### src/rtl/datapath_execute_if.sv
// Avalon-MM data-port bundle between the execute stage (master) and data memory (slave).
interface datapath_execute_if;
  logic [15:0] addr;
  logic        rd;
  logic        wr;
  logic [15:0] wrdata;
  logic        waitrequest;

  modport master (
    output addr,
    output rd,
    output wr,
    output wrdata,
    input  waitrequest
  );

  modport slave (
    input  addr,
    input  rd,
    input  wr,
    input  wrdata,
    output waitrequest
  );
endinterface

### src/rtl/datapath_execute.sv
// Execute stage of the 16-bit 4-stage pipeline: WB bypass, ALU, Z/N flags, ld/st issue with
// waitrequest stalls, branch resolution, and the registered EX_WB payload to writeback.
module datapath_execute #(
  parameter int RF_EX_WIDTH = 64,
  parameter int EX_WB_WIDTH = 64,
  parameter bit FWD_EN      = 1'b1
) (
  input  logic                   clk,
  input  logic                   reset,
  input  logic [RF_EX_WIDTH-1:0] RF_EX,
  input  logic                   i_rf_ex_valid,
  output logic                   o_stall,
  input  logic                   wb_RFWrite,
  input  logic [2:0]             wb_regw,
  input  logic [15:0]            wb_dataw,
  datapath_execute_if.master     ldst,
  output logic                   o_br_taken,
  output logic [15:0]            o_br_target,
  output logic [EX_WB_WIDTH-1:0] EX_WB,
  output logic                   o_ex_wb_valid,
  output logic                   o_flag_z,
  output logic                   o_flag_n
);

  localparam logic [4:0] OP_MV    = 5'b00000;
  localparam logic [4:0] OP_ADD   = 5'b00001;
  localparam logic [4:0] OP_SUB   = 5'b00010;
  localparam logic [4:0] OP_CMP   = 5'b00011;
  localparam logic [4:0] OP_LD    = 5'b00100;
  localparam logic [4:0] OP_ST    = 5'b00101;
  localparam logic [4:0] OP_JR    = 5'b01000;
  localparam logic [4:0] OP_JZR   = 5'b01001;
  localparam logic [4:0] OP_JNR   = 5'b01010;
  localparam logic [4:0] OP_CALLR = 5'b01100;
  localparam logic [4:0] OP_MVI   = 5'b10000;
  localparam logic [4:0] OP_ADDI  = 5'b10001;
  localparam logic [4:0] OP_SUBI  = 5'b10010;
  localparam logic [4:0] OP_CMPI  = 5'b10011;
  localparam logic [4:0] OP_MVHI  = 5'b10110;
  localparam logic [4:0] OP_J     = 5'b11000;
  localparam logic [4:0] OP_JZ    = 5'b11001;
  localparam logic [4:0] OP_JN    = 5'b11010;
  localparam logic [4:0] OP_CALL  = 5'b11100;

  typedef enum logic {EX_IDLE, EX_MEMWAIT} state_e;

  state_e                   state_q;
  logic [15:0]              op1_q, op2_q;
  logic                     flag_z_q, flag_n_q;
  logic [EX_WB_WIDTH-1:0]   ex_wb_q;
  logic                     ex_wb_valid_q;

  logic [15:0] pc, data1, data2, instr;
  logic [4:0]  op;
  logic [2:0]  rx_idx, ry_idx;
  logic [7:0]  imm8;
  logic [10:0] imm11;
  logic [15:0] fwd1, fwd2;
  logic [15:0] rx_val, ry_val;
  logic [15:0] imm8_sext, br_offset, pc_plus2;

  assign pc     = RF_EX[63:48];
  assign data1  = RF_EX[47:32];
  assign data2  = RF_EX[31:16];
  assign instr  = RF_EX[15:0];
  assign op     = instr[4:0];
  assign rx_idx = instr[7:5];
  assign ry_idx = instr[10:8];
  assign imm8   = instr[15:8];
  assign imm11  = instr[15:5];

  generate
    if (FWD_EN) begin : g_fwd
      assign fwd1 = (wb_RFWrite && (wb_regw == rx_idx)) ? wb_dataw : data1;
      assign fwd2 = (wb_RFWrite && (wb_regw == ry_idx)) ? wb_dataw : data2;
    end else begin : g_nofwd
      logic unused_wb;
      assign unused_wb = ^{wb_RFWrite, wb_regw, wb_dataw, rx_idx, ry_idx};
      assign fwd1      = data1;
      assign fwd2      = data2;
    end
  endgenerate

  // A stalled ld/st keeps the operands it saw when it first issued, regardless of later WB traffic.
  assign rx_val = (state_q == EX_MEMWAIT) ? op1_q : fwd1;
  assign ry_val = (state_q == EX_MEMWAIT) ? op2_q : fwd2;

  assign imm8_sext = {{8{imm8[7]}}, imm8};
  assign br_offset = {{4{imm11[10]}}, imm11, 1'b0};
  assign pc_plus2  = pc + 16'd2;

  logic [15:0] alu_res;
  logic        sets_flags;
  logic        is_branch;
  logic        br_cond;
  logic        br_reg;

  always_comb begin
    alu_res    = 16'h0000;
    sets_flags = 1'b0;
    is_branch  = 1'b0;
    br_cond    = 1'b0;
    br_reg     = 1'b0;
    case (op)
      OP_MV:          alu_res = ry_val;
      OP_ADD:         begin alu_res = rx_val + ry_val;    sets_flags = 1'b1; end
      OP_SUB, OP_CMP: begin alu_res = rx_val - ry_val;    sets_flags = 1'b1; end
      OP_LD, OP_ST:   alu_res = ry_val;
      OP_JR:          begin is_branch = 1'b1; br_cond = 1'b1;     br_reg = 1'b1; end
      OP_JZR:         begin is_branch = 1'b1; br_cond = flag_z_q; br_reg = 1'b1; end
      OP_JNR:         begin is_branch = 1'b1; br_cond = flag_n_q; br_reg = 1'b1; end
      OP_CALLR: begin
        alu_res   = pc_plus2;
        is_branch = 1'b1;
        br_cond   = 1'b1;
        br_reg    = 1'b1;
      end
      OP_MVI:           alu_res = imm8_sext;
      OP_ADDI:          begin alu_res = rx_val + imm8_sext; sets_flags = 1'b1; end
      OP_SUBI, OP_CMPI: begin alu_res = rx_val - imm8_sext; sets_flags = 1'b1; end
      OP_MVHI:          alu_res = {imm8, rx_val[7:0]};
      OP_J:             begin is_branch = 1'b1; br_cond = 1'b1;     end
      OP_JZ:            begin is_branch = 1'b1; br_cond = flag_z_q; end
      OP_JN:            begin is_branch = 1'b1; br_cond = flag_n_q; end
      OP_CALL: begin
        alu_res   = pc_plus2;
        is_branch = 1'b1;
        br_cond   = 1'b1;
      end
      default: ;
    endcase
  end

  logic is_ld, is_st, mem_req, stall, commit;

  assign is_ld   = (op == OP_LD);
  assign is_st   = (op == OP_ST);
  // All request-side outputs are forced quiet while reset is held low.
  assign mem_req = reset && i_rf_ex_valid && (is_ld || is_st);
  assign stall   = mem_req && ldst.waitrequest;
  assign commit  = reset && i_rf_ex_valid && !stall;

  assign ldst.rd     = mem_req && is_ld;
  assign ldst.wr     = mem_req && is_st;
  assign ldst.addr   = ry_val;
  assign ldst.wrdata = rx_val;

  assign o_stall     = stall;
  assign o_br_taken  = commit && is_branch && br_cond;
  assign o_br_target = br_reg ? rx_val : (pc_plus2 + br_offset);

  logic [EX_WB_WIDTH-1:0] ex_wb_d;
  logic                   flag_z_d, flag_n_d;

  assign ex_wb_d  = {rx_val, ry_val, alu_res, instr};
  assign flag_z_d = sets_flags ? (alu_res == 16'h0000) : flag_z_q;
  assign flag_n_d = sets_flags ? alu_res[15] : flag_n_q;

  always_ff @(posedge clk) begin
    if (!reset) begin
      state_q       <= EX_IDLE;
      op1_q         <= 16'h0000;
      op2_q         <= 16'h0000;
      flag_z_q      <= 1'b0;
      flag_n_q      <= 1'b0;
      ex_wb_q       <= '0;
      ex_wb_valid_q <= 1'b0;
    end else begin
      case (state_q)
        EX_IDLE: begin
          if (stall) begin
            state_q <= EX_MEMWAIT;
            op1_q   <= fwd1;
            op2_q   <= fwd2;
          end
        end
        EX_MEMWAIT: begin
          if (!stall) state_q <= EX_IDLE;
        end
        default: state_q <= EX_IDLE;
      endcase

      if (commit) begin
        ex_wb_q       <= ex_wb_d;
        ex_wb_valid_q <= 1'b1;
        flag_z_q      <= flag_z_d;
        flag_n_q      <= flag_n_d;
      end else begin
        ex_wb_q       <= '0;
        ex_wb_valid_q <= 1'b0;
      end
    end
  end

  assign EX_WB         = ex_wb_q;
  assign o_ex_wb_valid = ex_wb_valid_q;
  assign o_flag_z      = flag_z_q;
  assign o_flag_n      = flag_n_q;

endmodule

### src/flat_wrapper.sv
// flat-port wrapper written by rule: the top's interface ports become plain ports
module datapath_execute_flat 
#(
  parameter int RF_EX_WIDTH = 64,
  parameter int EX_WB_WIDTH = 64,
  parameter bit FWD_EN      = 1'b1
)
  (clk, reset, RF_EX, i_rf_ex_valid, o_stall, wb_RFWrite, wb_regw, wb_dataw, o_br_taken, o_br_target, EX_WB, o_ex_wb_valid, o_flag_z, o_flag_n, ldst_addr, ldst_rd, ldst_wr, ldst_wrdata, ldst_waitrequest);
  datapath_execute_if ldst_i ();
  input  logic clk;
  input  logic reset;
  input  logic [RF_EX_WIDTH-1:0] RF_EX;
  input  logic i_rf_ex_valid;
  output logic o_stall;
  input  logic wb_RFWrite;
  input  logic [2:0] wb_regw;
  input  logic [15:0] wb_dataw;
  output logic o_br_taken;
  output logic [15:0] o_br_target;
  output logic [EX_WB_WIDTH-1:0] EX_WB;
  output logic o_ex_wb_valid;
  output logic o_flag_z;
  output logic o_flag_n;
  output wire logic [$bits(ldst_i.addr)-1:0] ldst_addr;
  output wire logic [$bits(ldst_i.rd)-1:0] ldst_rd;
  output wire logic [$bits(ldst_i.wr)-1:0] ldst_wr;
  output wire logic [$bits(ldst_i.wrdata)-1:0] ldst_wrdata;
  input wire logic [$bits(ldst_i.waitrequest)-1:0] ldst_waitrequest;
  assign ldst_addr = ldst_i.addr;
  assign ldst_rd = ldst_i.rd;
  assign ldst_wr = ldst_i.wr;
  assign ldst_wrdata = ldst_i.wrdata;
  assign ldst_i.waitrequest = ldst_waitrequest;
  datapath_execute #(.RF_EX_WIDTH(RF_EX_WIDTH), .EX_WB_WIDTH(EX_WB_WIDTH), .FWD_EN(FWD_EN)) u_core (.clk(clk), .reset(reset), .RF_EX(RF_EX), .i_rf_ex_valid(i_rf_ex_valid), .o_stall(o_stall), .wb_RFWrite(wb_RFWrite), .wb_regw(wb_regw), .wb_dataw(wb_dataw), .ldst(ldst_i), .o_br_taken(o_br_taken), .o_br_target(o_br_target), .EX_WB(EX_WB), .o_ex_wb_valid(o_ex_wb_valid), .o_flag_z(o_flag_z), .o_flag_n(o_flag_n));
endmodule
### config.mk
export PLATFORM = sky130hd
export DESIGN_NAME = datapath_execute_flat
export DESIGN_NICKNAME = d
export VERILOG_FILES = /design/src/rtl/datapath_execute_if.sv /design/src/rtl/datapath_execute.sv /design/src/flat_wrapper.sv
export SDC_FILE = /design/constraint.sdc
export NUM_CORES = 1
export LEC_CHECK = 0
export ABC_CLOCK_PERIOD_IN_PS = 5600
export CAP_MARGIN = 10
export CORE_ASPECT_RATIO = 0.75
export CORE_MARGIN = 1
export CORE_UTILIZATION = 31
export CTS_CLUSTER_SIZE = 28
export DETAILED_ROUTE_END_ITERATION = 10
export DONT_BUFFER_PORTS = 1
export RECOVER_POWER = 50
export SETUP_SLACK_MARGIN = 0.2
export SYNTH_ARGS = -nofsm -noshare
export SYNTH_HDL_FRONTEND = slang
export SYNTH_SLANG_ARGS = --single-unit
### constraint.sdc
create_clock -name clk -period 5.6 [get_ports clk]
set_clock_uncertainty 0.05 [all_clocks]
set_input_delay 0.28 -clock clk [delete_from_list [all_inputs] [get_ports clk]]
set_output_delay 0.28 -clock clk [all_outputs]
set_load 0.005 [all_outputs]
==> results.md <==
* Seq/Total Area, Yosys at 0.2758
* Post-layout nets at 1064
* Slew Limit Fails at 40
* Clock Tree Buf Depth at 2
* Lkg Pwr at 3.288 nW
* Most common cell in the netlist: nor2_1
* FP Rows at 48
* Post-DP HPWL at 24610 µm
* DP Area at 7712 µm²
* Die width at 178.7 µm
* Setup TNS at 0 ns
* Logic gate share of total power at 0.306
* Slew @ Worst Pin at 2.131 ns
* Fmax at 199.7 MHz
* Period utilization at 0.8944
* Share of cells above drive strength 1 at 0.1057
* Mean post-synth cell area at 7.823 µm²
* Worst EP arrival at 5.12 ns
* Drt total wl at 31320 µm
* Gr usage total at 0.2612
* Vias in the first global route at 6853
* Min cycle time layout at 5.009 ns
* Post-route cell area at 8175 µm²
* Post-synth top area cell: dfxtp_1
* MaxCap Viol Count at 1
* Failing checks: max-capacitance violations, max-slew violations
* Dominant synthesized flop cell: dfxtp_1
* Die ar. at 24040 µm²
* H-tree depth at 3
* Power per cell area at 253.4 nW/µm²
* Synth warn at 0
* Worst min-delay path category: input port to register
* CTS Buf Count at 9
* Max VDD drop at 0.1540 mV
* Unrepaired setup endpoints after global routing: no
* Crit path launch type: register
* RePlAce Congestion at 0.9947
* Final setup fails at 0
* Mapped Area at 7259 µm²
* PortBufs at 0
* Average wire per standard cell at 25.12 µm
* Synth area leaders: dfxtp_1, nor2_1, ha_1
* Clock sink total at 100
* Netlist cell types at 81
* Syn Inst Count at 928
* Area grow syn2layout at 12.62%
* Yosys top cell area share at 0.2758
* Antenna viol nets, final at 0
* Internal Power at 0.001344 W
* Synthesized flop and latch total at 100
* Worst Path Required at 5.72 ns
* Post-route DRC at 0
* Largest fanout on the critical path at 25
* Drt first pass iters at 5
* Clk_lat worst skew at 0.38 ns
* Status: finished with violations
* Die Ht at 134.5 µm
* Number of buffers added for setup after CTS at 0
* CP endpoint kind: register
* Pin count of the biggest net entering global routing at 40
* IO Pins at 207
* Starting DRC count in detailed routing at 833
* Post-synth EDFFs at 0
* Seq pwr share at 0.361
* Initial antenna violation count at 4
* Clock power frac at 0.334
* Vias at 7255
* Slew headroom at -0.4208
* Net Sw Power at 0.0007274 W
* CTS clk-pin slew, worst paths at 0.08 ns
* Core area at 23000 µm²
* First-pass GRT wire length at 45130 µm
* Fin. Hold Viols at 0
* Switching Share at 0.3512
* Commonest cells post-synth: nor2_1, dfxtp_1, nand2_1, inv_1, a21oi_1
* Asr flop ratio synth at 0
* Critical path class: register to register
* CTS tree: yes
* CTS root buffer: clkbuf_16
* Initial Utilization at 0.3156
* Synthesized net count at 1051
* Grt ovf at 0
* Vias per std cell at 5.818
final timing paths:
check                               start                             to  slack, ns  cells after the start
max             u_core.state_q$_SDFF_PN0_    u_core.EX_WB[31]$_SDFF_PN0_       0.59                     20
min                             RF_EX[26]  u_core.op2_q[10]$_SDFFE_PN0P_       0.01                      2
max reg2reg     u_core.state_q$_SDFF_PN0_    u_core.EX_WB[31]$_SDFF_PN0_       0.59                     20
min reg2reg  u_core.op2_q[7]$_SDFFE_PN0P_   u_core.op2_q[7]$_SDFFE_PN0P_       0.42                      2
per-layer routing:
layer	track usage	wire, µm	up-vias
li1	-	-	3359
met1	0.3659	13900	3418
met2	0.3587	12250	430
met3	0.1101	4475	46
met4	0.07533	682	2
met5	0	13	-
logic make-up (layout without fill, tap and decap cells):
family	after synthesis	after routing	share of synthesized area
xor gates and xnor gates	48	48	0.06412
and+or+nand+nor	375	375	0.2599
buffers and inverters	100	118	0.05291
other	0	1	0
AOI/OAI and AO/OA	229	229	0.2230
muxes	41	41	0.06187
DFF	100	100	0.2758
adders and majority gates	35	35	0.06239
layout make-up:
cell class / instances / area, µm²
diodes: 1 / 2.502
repair buffers: 51 / 412.9
inverters: 51 / 191.4
clock inverters: 6 / 77.57
fillers: 2435 / 14830
well taps: 300 / 375.4
clock buffers: 10 / 239.0
flip-flops and latches: 100 / 2003
multi-input cells: 728 / 4873
critical path, cell delays in order (launching register included):
cell and delay [ns]:
dfxtp_2 0.46, buf_4 0.24, and2_1 0.17, a211oi_2 0.21, buf_4 0.18, inv_2 0.07
nor2_1 0.31, nand4_1 0.19, xor2_1 0.18, a221oi_1 0.34, ha_1 0.36, o21ai_0 0.34
nor2_1 0.09, a211oi_1 0.37, a2111oi_0 0.17, buf_4 0.17, o21ai_0 0.20, a21oi_1 0.10
a211oi_1 0.25, xnor2_1 0.21, o22ai_1 0.11
per-stage QoR:
stage	std cells	setup slack (ns)	hold WS, ns	utilization	power (W)
2_1_floorplan	928	0.9342	0.3517	-	0.001194
3_3_place_gp	1215	0.4760	0.3545	0.3353	0.001378
3_5_place_dp	1215	0.4859	0.3563	0.3353	0.001373
4_1_cts	1246	0.5201	0.0006842	0.3556	0.002076
5_1_grt	1246	0.2439	0.004602	0.3553	0.002171
6_report	1247	0.5915	0.009988	0.3554	0.002071
registers in the layout, summed over array words and instances, names as in the netlist:
register,cells
u_core.EX_WB,64
u_core.state_q,1
u_core.op1_q,16
u_core.o_flag_z,1
u_core.o_flag_n,1
u_core.o_ex_wb_valid,1
u_core.op2_q,16
cells in the final DEF, fill, tap and decap left out, types with 7 or more instances in the layout:
cell           count
nor2_1           144
dfxtp_1           99
nand2_1           62
inv_1             47
a21oi_1           44
o21ai_0           43
buf_4             34
ha_1              33
xnor2_1           32
nor3_1            29
and2_1            28
a211oi_1          22
mux2i_1           22
mux2_2            16
nand2b_1          15
dlygate4sd3_1     15
and3_1            14
nand3_1           14
nor2b_1           12
a221oi_1          12
nand4_1           11
xor2_1            10
o22ai_1            9
o21a_1             9
clkbuf_16          9
or3_1              8
o31ai_1            8
o41ai_1            7
o221ai_1           7
a311oi_1           7
power by group through the flow:
stage	sequential [W]	combinational (W)	clock [W]
6_report	0.000747	0.000633	0.000691
5_1_grt	0.000750	0.000691	0.000731
4_1_cts	0.000748	0.000622	0.000707
3_5_place_dp	0.000764	0.000609	0
3_3_place_gp	0.000764	0.000614	0
2_1_floorplan	0.000760	0.000433	0
what timing repair did:
action	CTS	global route
gates resized for setup	0	1
endpoints found under the setup margin	0	3
hold buffers	15	0
endpoints found under the hold margin	14	0
Power figures use the tool's default switching activity.
